File: config.mk
export PLATFORM = sky130hd
export DESIGN_NAME = exu_muldiv
export DESIGN_NICKNAME = d
export VERILOG_FILES = /design/src/rtl/exu_muldiv_pkg.sv /design/src/rtl/exu_muldiv_core.sv /design/src/rtl/exu_muldiv.sv
export SDC_FILE = /design/constraint.sdc
export NUM_CORES = 2
export LEC_CHECK = 0
export CAP_MARGIN = 40
export CORE_MARGIN = 2
export CORE_UTILIZATION = 50
export CTS_CLUSTER_DIAMETER = 150
export DETAILED_ROUTE_END_ITERATION = 12
export PLACE_DENSITY = 0.68
export SLEW_MARGIN = 20
export SYNTH_ARGS = -nofsm -noshare
export SYNTH_HDL_FRONTEND = slang
export SYNTH_SLANG_ARGS = --single-unit
File: constraint.sdc
create_clock -name clk -period 5.15 [get_ports clk]
set_input_delay 1.03 -clock clk [delete_from_list [all_inputs] [get_ports clk]]
set_output_delay 1.03 -clock clk [all_outputs]
set_load 0.05 [all_outputs]
File: src/rtl/exu_muldiv_pkg.sv
// exu_muldiv_pkg: shared definitions for the iterative multiply/divide unit.
//   - M-extension funct3 codes (INST_MUL .. INST_REMU)
//   - OP-32 major opcode (instructions that set op[3])
//   - FSM state encoding for the wrapper
//   - default datapath width
package exu_muldiv_pkg;

  localparam int XLEN_DEF = 64;

  localparam logic [6:0] OPC_OP32 = 7'b0111011;

  localparam logic [2:0] INST_MUL    = 3'b000;
  localparam logic [2:0] INST_MULH   = 3'b001;
  localparam logic [2:0] INST_MULHSU = 3'b010;
  localparam logic [2:0] INST_MULHU  = 3'b011;
  localparam logic [2:0] INST_DIV    = 3'b100;
  localparam logic [2:0] INST_DIVU   = 3'b101;
  localparam logic [2:0] INST_REM    = 3'b110;
  localparam logic [2:0] INST_REMU   = 3'b111;

  typedef enum logic [1:0] {
    ST_IDLE = 2'd0,
    ST_CALC = 2'd1,
    ST_DONE = 2'd2
  } state_e;

endpackage

File: src/rtl/exu_muldiv_core.sv
// muldiv_core: iterative unsigned datapath, one step per cycle.
//   Multiply: radix-2 shift-add, opa * opb into a 2*XLEN product.
//   Divide:   restoring, opa / opb; opa must arrive left-aligned so its
//             MSB is the first bit consumed within n_iter steps.
// Ports:
//   clk, rst_n, flush   clock, async active-low reset, abort
//   start               load operands and begin (ignored while flush)
//   is_div              1 = divide, 0 = multiply
//   n_iter              number of steps to run
//   opa, opb            magnitudes (multiplicand/multiplier, dividend/divisor)
//   done                one-cycle pulse after the last step
//   prod                multiply result
//   quot, rem           divide results (quotient in the low n_iter bits)
module muldiv_core #(
  parameter int XLEN = 64
) (
  input  logic              clk,
  input  logic              rst_n,
  input  logic              flush,
  input  logic              start,
  input  logic              is_div,
  input  logic [6:0]        n_iter,
  input  logic [XLEN-1:0]   opa,
  input  logic [XLEN-1:0]   opb,
  output logic              done,
  output logic [2*XLEN-1:0] prod,
  output logic [XLEN-1:0]   quot,
  output logic [XLEN-1:0]   rem
);

  logic              busy;
  logic              div_r;
  logic [6:0]        cnt;
  logic [2*XLEN-1:0] acc;
  // multiplicand (shifts left) when multiplying; divisor in the low half when dividing
  logic [2*XLEN-1:0] mcand;
  // multiplier (shifts right) when multiplying; dividend in / quotient out when dividing
  logic [XLEN-1:0]   q_sh;
  logic [XLEN-1:0]   rem_r;

  logic [XLEN:0]     shifted;
  logic              ge;

  assign shifted = {rem_r, q_sh[XLEN-1]};
  assign ge      = shifted >= {1'b0, mcand[XLEN-1:0]};

  always_ff @(posedge clk or negedge rst_n) begin
    if (!rst_n) begin
      busy  <= 1'b0;
      done  <= 1'b0;
      div_r <= 1'b0;
      cnt   <= '0;
      acc   <= '0;
      mcand <= '0;
      q_sh  <= '0;
      rem_r <= '0;
    end else if (flush) begin
      busy <= 1'b0;
      done <= 1'b0;
    end else if (start) begin
      busy  <= 1'b1;
      done  <= 1'b0;
      div_r <= is_div;
      cnt   <= n_iter - 7'd1;
      acc   <= '0;
      rem_r <= '0;
      mcand <= {{XLEN{1'b0}}, is_div ? opb : opa};
      q_sh  <= is_div ? opa : opb;
    end else begin
      done <= 1'b0;
      if (busy) begin
        if (div_r) begin
          // when the divisor fits, shifted - divisor is below 2^XLEN
          rem_r <= ge ? (shifted[XLEN-1:0] - mcand[XLEN-1:0]) : shifted[XLEN-1:0];
          q_sh  <= {q_sh[XLEN-2:0], ge};
        end else begin
          if (q_sh[0]) acc <= acc + mcand;
          mcand <= mcand << 1;
          q_sh  <= q_sh >> 1;
        end
        if (cnt == 7'd0) begin
          busy <= 1'b0;
          done <= 1'b1;
        end else begin
          cnt <= cnt - 7'd1;
        end
      end
    end
  end

  assign prod = acc;
  assign quot = q_sh;
  assign rem  = rem_r;

endmodule

File: src/rtl/exu_muldiv.sv
// exu_muldiv: iterative RV64IM multiply/divide unit with valid/ready on both
// sides. Signed operands are reduced to magnitudes at accept, the core
// iterates on unsigned values, and the sign is reapplied when the result is
// registered on entry to DONE.
// Ports:
//   clk, rst_n, flush            clock, async active-low reset, pipeline flush
//   in_valid/in_ready            request handshake (ready only in IDLE)
//   op                           {word, funct3}
//   src1, src2                   operands, sampled only at accept
//   waddr_i                      destination register, echoed on wd_o
//   out_valid/out_ready          result handshake
//   wdata_o, wd_o, wreg_o        result, destination, write enable
module exu_muldiv
  import exu_muldiv_pkg::*;
#(
  parameter int XLEN      = XLEN_DEF,
  parameter bit EARLY_OUT = 1'b1
) (
  input  logic            clk,
  input  logic            rst_n,
  input  logic            flush,
  input  logic            in_valid,
  output logic            in_ready,
  input  logic [3:0]      op,
  input  logic [XLEN-1:0] src1,
  input  logic [XLEN-1:0] src2,
  input  logic [4:0]      waddr_i,
  output logic            out_valid,
  input  logic            out_ready,
  output logic [XLEN-1:0] wdata_o,
  output logic [4:0]      wd_o,
  output logic            wreg_o
);

  localparam logic [6:0] N_FULL = 7'(XLEN);

  function automatic logic [XLEN-1:0] ext32(input logic [31:0] v, input logic sgn);
    if (sgn) ext32 = XLEN'($signed(v));
    else     ext32 = XLEN'(v);
  endfunction

  state_e state, state_nx;

  // ---- request decode ----
  logic [2:0]      f3;
  logic            word, is_div_in, illegal_in, s1_in, s2_in, neg1_in, neg2_in;
  logic            div_zero_in, ovf_in, special_in, early_in, accept;
  logic [XLEN-1:0] ext1, ext2, abs1, abs2, dividend_sx, core_a, spec_val_in;
  logic [6:0]      n_in;

  assign f3         = op[2:0];
  assign word       = op[3];
  assign is_div_in  = f3[2];
  assign illegal_in = word && ((XLEN != 64) || (!f3[2] && (f3 != INST_MUL)));
  assign s1_in      = (f3 == INST_MULH) || (f3 == INST_MULHSU) || (f3 == INST_DIV) || (f3 == INST_REM);
  assign s2_in      = (f3 == INST_MULH) || (f3 == INST_DIV) || (f3 == INST_REM);

  assign ext1    = word ? ext32(src1[31:0], s1_in) : src1;
  assign ext2    = word ? ext32(src2[31:0], s2_in) : src2;
  assign neg1_in = s1_in && ext1[XLEN-1];
  assign neg2_in = s2_in && ext2[XLEN-1];
  assign abs1    = neg1_in ? -ext1 : ext1;
  assign abs2    = neg2_in ? -ext2 : ext2;
  assign n_in    = word ? 7'd32 : N_FULL;
  // restoring division consumes dividend bits from the MSB of the register
  assign core_a  = is_div_in ? (abs1 << (N_FULL - n_in)) : abs1;

  assign dividend_sx = word ? ext32(src1[31:0], 1'b1) : src1;
  assign div_zero_in = is_div_in && (word ? (src2[31:0] == 32'd0) : (src2 == '0));
  assign ovf_in      = is_div_in && !f3[0] &&
                       (word ? ((src1[31:0] == 32'h8000_0000) && (src2[31:0] == 32'hFFFF_FFFF))
                             : ((src1 == {1'b1, {(XLEN-1){1'b0}}}) && (src2 == '1)));
  assign special_in  = illegal_in || div_zero_in || ovf_in;
  assign early_in    = illegal_in || (EARLY_OUT && (div_zero_in || ovf_in));

  always_comb begin
    spec_val_in = '0;
    if (!illegal_in) begin
      if (div_zero_in)  spec_val_in = f3[1] ? dividend_sx : '1;
      else if (ovf_in)  spec_val_in = f3[1] ? '0 : dividend_sx;
    end
  end

  assign accept = in_valid && (state == ST_IDLE) && !flush;

  // ---- latched request ----
  logic [2:0]      f3_r;
  logic            word_r, neg1_r, neg2_r, special_r, early_r;
  logic [XLEN-1:0] spec_val_r;

  logic              core_done;
  logic [2*XLEN-1:0] core_prod;
  logic [XLEN-1:0]   core_quot, core_rem;

  muldiv_core #(.XLEN(XLEN)) u_core (
    .clk    (clk),
    .rst_n  (rst_n),
    .flush  (flush),
    .start  (accept && !early_in),
    .is_div (is_div_in),
    .n_iter (n_in),
    .opa    (core_a),
    .opb    (abs2),
    .done   (core_done),
    .prod   (core_prod),
    .quot   (core_quot),
    .rem    (core_rem)
  );

  // ---- result selection ----
  logic [2*XLEN-1:0] prod_s;
  logic [XLEN-1:0]   quot_s, rem_s, res, res_fin;
  logic              load_res;

  assign prod_s = (neg1_r ^ neg2_r) ? -core_prod : core_prod;
  assign quot_s = (neg1_r ^ neg2_r) ? -core_quot : core_quot;
  assign rem_s  = neg1_r ? -core_rem : core_rem;

  always_comb begin
    res = '0;
    case (f3_r)
      INST_MUL:                          res = prod_s[XLEN-1:0];
      INST_MULH, INST_MULHSU, INST_MULHU: res = prod_s[2*XLEN-1:XLEN];
      INST_DIV, INST_DIVU:               res = quot_s;
      default:                           res = rem_s;
    endcase
  end

  assign res_fin  = special_r ? spec_val_r : (word_r ? ext32(res[31:0], 1'b1) : res);
  assign load_res = (state == ST_CALC) && (early_r || core_done) && !flush;

  // ---- FSM ----
  always_ff @(posedge clk or negedge rst_n) begin
    if (!rst_n) state <= ST_IDLE;
    else        state <= state_nx;
  end

  always_comb begin
    state_nx = state;
    case (state)
      ST_IDLE: if (accept) state_nx = ST_CALC;
      // early-out requests spend one cycle here with the core left idle
      ST_CALC: if (early_r || core_done) state_nx = ST_DONE;
      ST_DONE: if (out_ready) state_nx = ST_IDLE;
      default: state_nx = ST_IDLE;
    endcase
    if (flush) state_nx = ST_IDLE;
  end

  always_ff @(posedge clk or negedge rst_n) begin
    if (!rst_n) begin
      f3_r       <= '0;
      word_r     <= 1'b0;
      neg1_r     <= 1'b0;
      neg2_r     <= 1'b0;
      special_r  <= 1'b0;
      early_r    <= 1'b0;
      spec_val_r <= '0;
      wd_o       <= '0;
      wdata_o    <= '0;
    end else begin
      if (accept) begin
        f3_r       <= f3;
        word_r     <= word;
        neg1_r     <= neg1_in;
        neg2_r     <= neg2_in;
        special_r  <= special_in;
        early_r    <= early_in;
        spec_val_r <= spec_val_in;
        wd_o       <= waddr_i;
      end
      if (load_res) wdata_o <= res_fin;
    end
  end

  assign in_ready  = (state == ST_IDLE);
  assign out_valid = (state == ST_DONE);
  assign wreg_o    = out_valid && (wd_o != 5'd0);

endmodule
==> results by group <==
Drt
  • Initial drt markers: 7,470
  • Routed len/inst: between 20 and 30 um
  • Total DRC errors in the routed layout: 0
  • Vias per inst: 6.67
  • Routed Antenna Nets: 0
  • WL final: 231,000 um
  • Vias: 53.3k
  • DR pass1 iterations: 7

Final layout
  • Multi-input gate area: about 32,000 um2
  • Share of cells above drive strength 1: 0.0815
  • Final Cell Area: 54,900 um2
  • FF/Latch Area: ~13,000 um2
  • Final Util: 0.587
  • Number of fill cells: 8,926
  • Area delta synth->final: 15.8%
  • NumNets Final: 7,010

Critical path
  • Worst Reg-to-Reg Cells: 15
  • WP depth: 15
  • Critical path fanouts, max: 8
  • Critical Path, Cell by Cell: nor4_1 -> buf_2 -> nand3b_1 -> buf_4 -> nor3_1 -> buf_4 -> or4b_1 -> or3_1 -> nor3_1 -> nor2_1 -> xor2_1 -> a221oi_1 -> o21ai_0 -> o21ai_0 -> o21ai_1
  • CP Buf/Inv Count: 3
  • CP Launch Type: flop
  • Slowest cell on the critical path: o21ai_0
  • WS Path Type: reg2reg
  • CP required: around 5.8 ns
  • Top delay family on crit path: simple AND/OR/NAND/NOR gates
  • CP endpoint kind: flop
  • CP arrival: about 5.8 ns
  • CP max stage delay: 0.64 ns

Pwr
  • Pleak: 0.0241 uW
  • Switching power: 12,400 uW
  • Max IR drop VDD: 0.443 mV
  • Power, Total: around 24,000 uW
  • P_int: about 12,000 uW
  • Comb pwr share: 0.526
  • Pwr/cell area: around 450 nW/um2
  • Net Sw Frac: 0.506
  • Clk pwr share: 0.210
  • Seq pwr share: 0.264

Synthesis
  • Mapped Cells: between 6k and 7k
  • Synth unique cells: 87
  • Syn nets: 6,801
  • Synth top area share: 0.283
  • Top FF cell, synth: dfrtp_1
  • Largest family of logic cells by synthesized area: compound AO/OA/AOI/OAI gates
  • Dominant cell type by area after synthesis: dfrtp_1
  • Synth Area in Compound Gates: 0.280
  • Asr flop ratio synth: 1.00
  • Post-Synth Adder-Cell Area: 0.0528
  • Synth Area in XOR/XNOR: 0.0964
  • Synth area leaders: dfrtp_1 28%, a21oi_1 8.1%, nand2_1 7.6%
  • Post-synthesis simple-gate area fraction: 0.214
  • Synth warn: 0
  • Synthesized flop and latch total: 537
  • Number of enable-type register cells in the synthesized netlist: 0
  • Seq/Total Area, Yosys: 0.283
  • Average size of a mapped cell: 7.34 um2
  • Mapped cell area: 47,400 um2
  • Multiplexer share of the synthesized area: 0.0239

CTS
  • CTS tree: yes
  • Reg clk slew, reported paths: 0.06 ns
  • CTS sink cnt: 537
  • CTS Root Cell: clkbuf_16
  • Post-CTS setup buffer count: 0
  • TritonCTS buffer count: 69
  • Worst-Skew Late Latency: 0.69 ns
  • Number of H-tree levels: 3
  • Clk buf depth: 3

Placed design
  • Placed cell area: 52,400 um2
  • Port Buf Inserts: 213
  • Routability cong.: between 1 and 1.5
  • DP HPWL: 182,000 um
  • Post-Place Setup Slack: -0.0121 ns

Floorplanning
  • DIE HEIGHT: 312 um
  • Die area: 97,300 um2
  • Die W: 312 um
  • Core area: 93,600 um2
  • Row count: 112
  • # IOs: 214
  • Initial Util: 0.506

Global routing
  • Busiest layer in global routing: met2
  • Total gr overflow: 0
  • Largest net degree at the start of global routing: 181
  • Total track usage: 0.458
  • Global-route met1 utilization: 0.615
  • Initial antenna violation count: 18
  • Met2 Usage GRT: 0.645
  • M3 GR Usage: 0.145
  • First-pass GRT wire length: 333,000 um
  • Vias in the first global route: approximately 50k

Run status
  • Status: finished with violations
  • Failing checks: setup timing

Timing
  • Skew final: 0.0457 ns
  • Min cycle time layout: 5.15 ns
  • Achievable Freq: 194 MHz
  • RSZ-0062 raised after global routing: no
  • Max Slew Vio Count: 0
  • Worst slew margin: 0.246
  • Final worst-path setup slack: -0.00223 ns
  • Crit share post-route: 1.00
  • Setup violation total in the final timing report: 1
  • Worst slew pin tran: 1.13 ns
  • Total negative slack: -0.00223 ns
  • Final hold viol count: 0

Hold path
  • Min-Delay Path Class: in2async

Flow run
  • Max Cap Violations: 0
cells in the final DEF, fill, tap and decap left out, types with 103 or more instances in the layout:
cell type / Yosys / layout
nand4_1: 114 / 114
dfrtp_1: 537 / 535
clkdlybuf4s50_1: 0 / 210
xnor2_1: 260 / 259
o21ai_0: 625 / 624
nor3_1: 130 / 130
nor2_1: 593 / 587
ha_1: 197 / 197
mux2i_1: 103 / 103
buf_4: 0 / 323
nand2_1: 966 / 964
a21o_1: 117 / 117
xor2_1: 262 / 261
inv_1: 191 / 191
a21oi_1: 766 / 764
flip-flops by register name (all words and copies together) (netlist names), 3 cells and up:
register,cells
f3_r,3
spec_val_r,64
u_core.cnt,7
u_core.mcand,128
u_core.prod,128
u_core.quot,64
u_core.rem,64
wd_o,5
wdata_o,64
cell usage after synthesis, types with 9 or more instances:
library cell and count:
a211oi_1 47, o21ai_1 18, nor2b_1 32, o21ai_0 625, inv_1 191, a41oi_1 9
and3_1 25, and4_1 10, o41ai_1 26, xnor2_1 260, nor3_1 130, nor3b_1 9
nor2_1 593, or4_1 32, dfrtp_1 537, o22ai_1 65, nand3_1 76, nand4b_1 9
a22oi_1 21, mux2i_1 103, o211ai_1 55, o31ai_1 76, nand2_1 966, nand4_1 114
mux2_2 9, buf_2 17, o21a_1 33, a21boi_0 14, and2_1 19, nand2b_1 39
a31oi_1 98, or3_1 71, o21bai_1 55, clkbuf_1 377, nand3b_1 11, a221oi_1 42
ha_1 197, nor4_1 71, a21oi_1 766, buf_1 34, or2_2 22, a22o_1 43
xor2_1 262, o221ai_1 19, a21o_1 117
final cells by class:
class                   count  area share
clock buffers              98      0.0366
well taps                1254      0.0286
repair buffers            566      0.0920
diodes                      6    0.000273
clock inverters            26     0.00613
multi-input cells        5303       0.578
flip-flops and latches    537       0.245
inverters                 192      0.0131
metal layers:
layer / up-vias / share of wire
met5: - / 0.00032
li1: 23600 / -
met1: 25500 / 0.39
met4: 10 / 0.072
met3: 645 / 0.13
met2: 3556 / 0.40
stage by stage:
step | hold slack [ns] | cells
after global placement | 0.447 | 7830
after detailed placement | 0.455 | 7842
after global routing | 0.481 | 7976
final | 0.441 | 7982
after CTS | 0.468 | 7966
after floorplan | 0.433 | 6460
final timing paths:
check	startpoint	end	slack (ns)
max	u_core.prod[22]	wdata_o[40]	-0.002
min	rst_n	u_core.mcand[9]	0.44
max reg2reg	u_core.prod[22]	wdata_o[40]	-0.002
min reg2reg	spec_val_r[26]	spec_val_r[26]	0.47
max in group asynchronous	rst_n	u_core.mcand[113]	3.35
min in group clk	spec_val_r[26]	spec_val_r[26]	0.47
cells by family after synthesis:
| kind of cell | count (synthesis) |
|---|---|
| multiplexers | 112 |
| flip-flops | 537 |
| buffers and inverters | 620 |
| XOR/XNOR | 522 |
| AO/OA/AOI/OAI | 2216 |
| adder cells (fa/ha/maj) | 199 |
| AND/OR/NAND/NOR | 2254 |
worst register-to-register path: stages, from the launching register on:
cell and delay (ns):
dfrtp_1 0.50, nor4_1 0.52, buf_2 0.26, nand3b_1 0.15, buf_4 0.21, nor3_1 0.19, buf_4 0.21, or4b_1 0.62
or3_1 0.49, nor3_1 0.41, nor2_1 0.10, xor2_1 0.16, a221oi_1 0.14, o21ai_0 0.64, o21ai_0 0.33, o21ai_1 0.20
repair_timing:
item / CTS / global route
endpoints found under the setup margin: 0 / 4
gates resized for setup: 0 / 2
hold buffers: 0 / 0
power groups by stage:
| stage | Combinational [uW] | Clock [uW] | Sequential, uW |
|---|---|---|---|
| after floorplan | 6480 | 0 | 6420 |
| after global placement | 12100 | 0 | 6350 |
| after detailed placement | 12200 | 0 | 6360 |
| after CTS | 12300 | 5140 | 6300 |
| after global routing | 13300 | 5290 | 6460 |
| final | 12900 | 5130 | 6460 |
No activity file was read; power rests on OpenSTA's default activity.
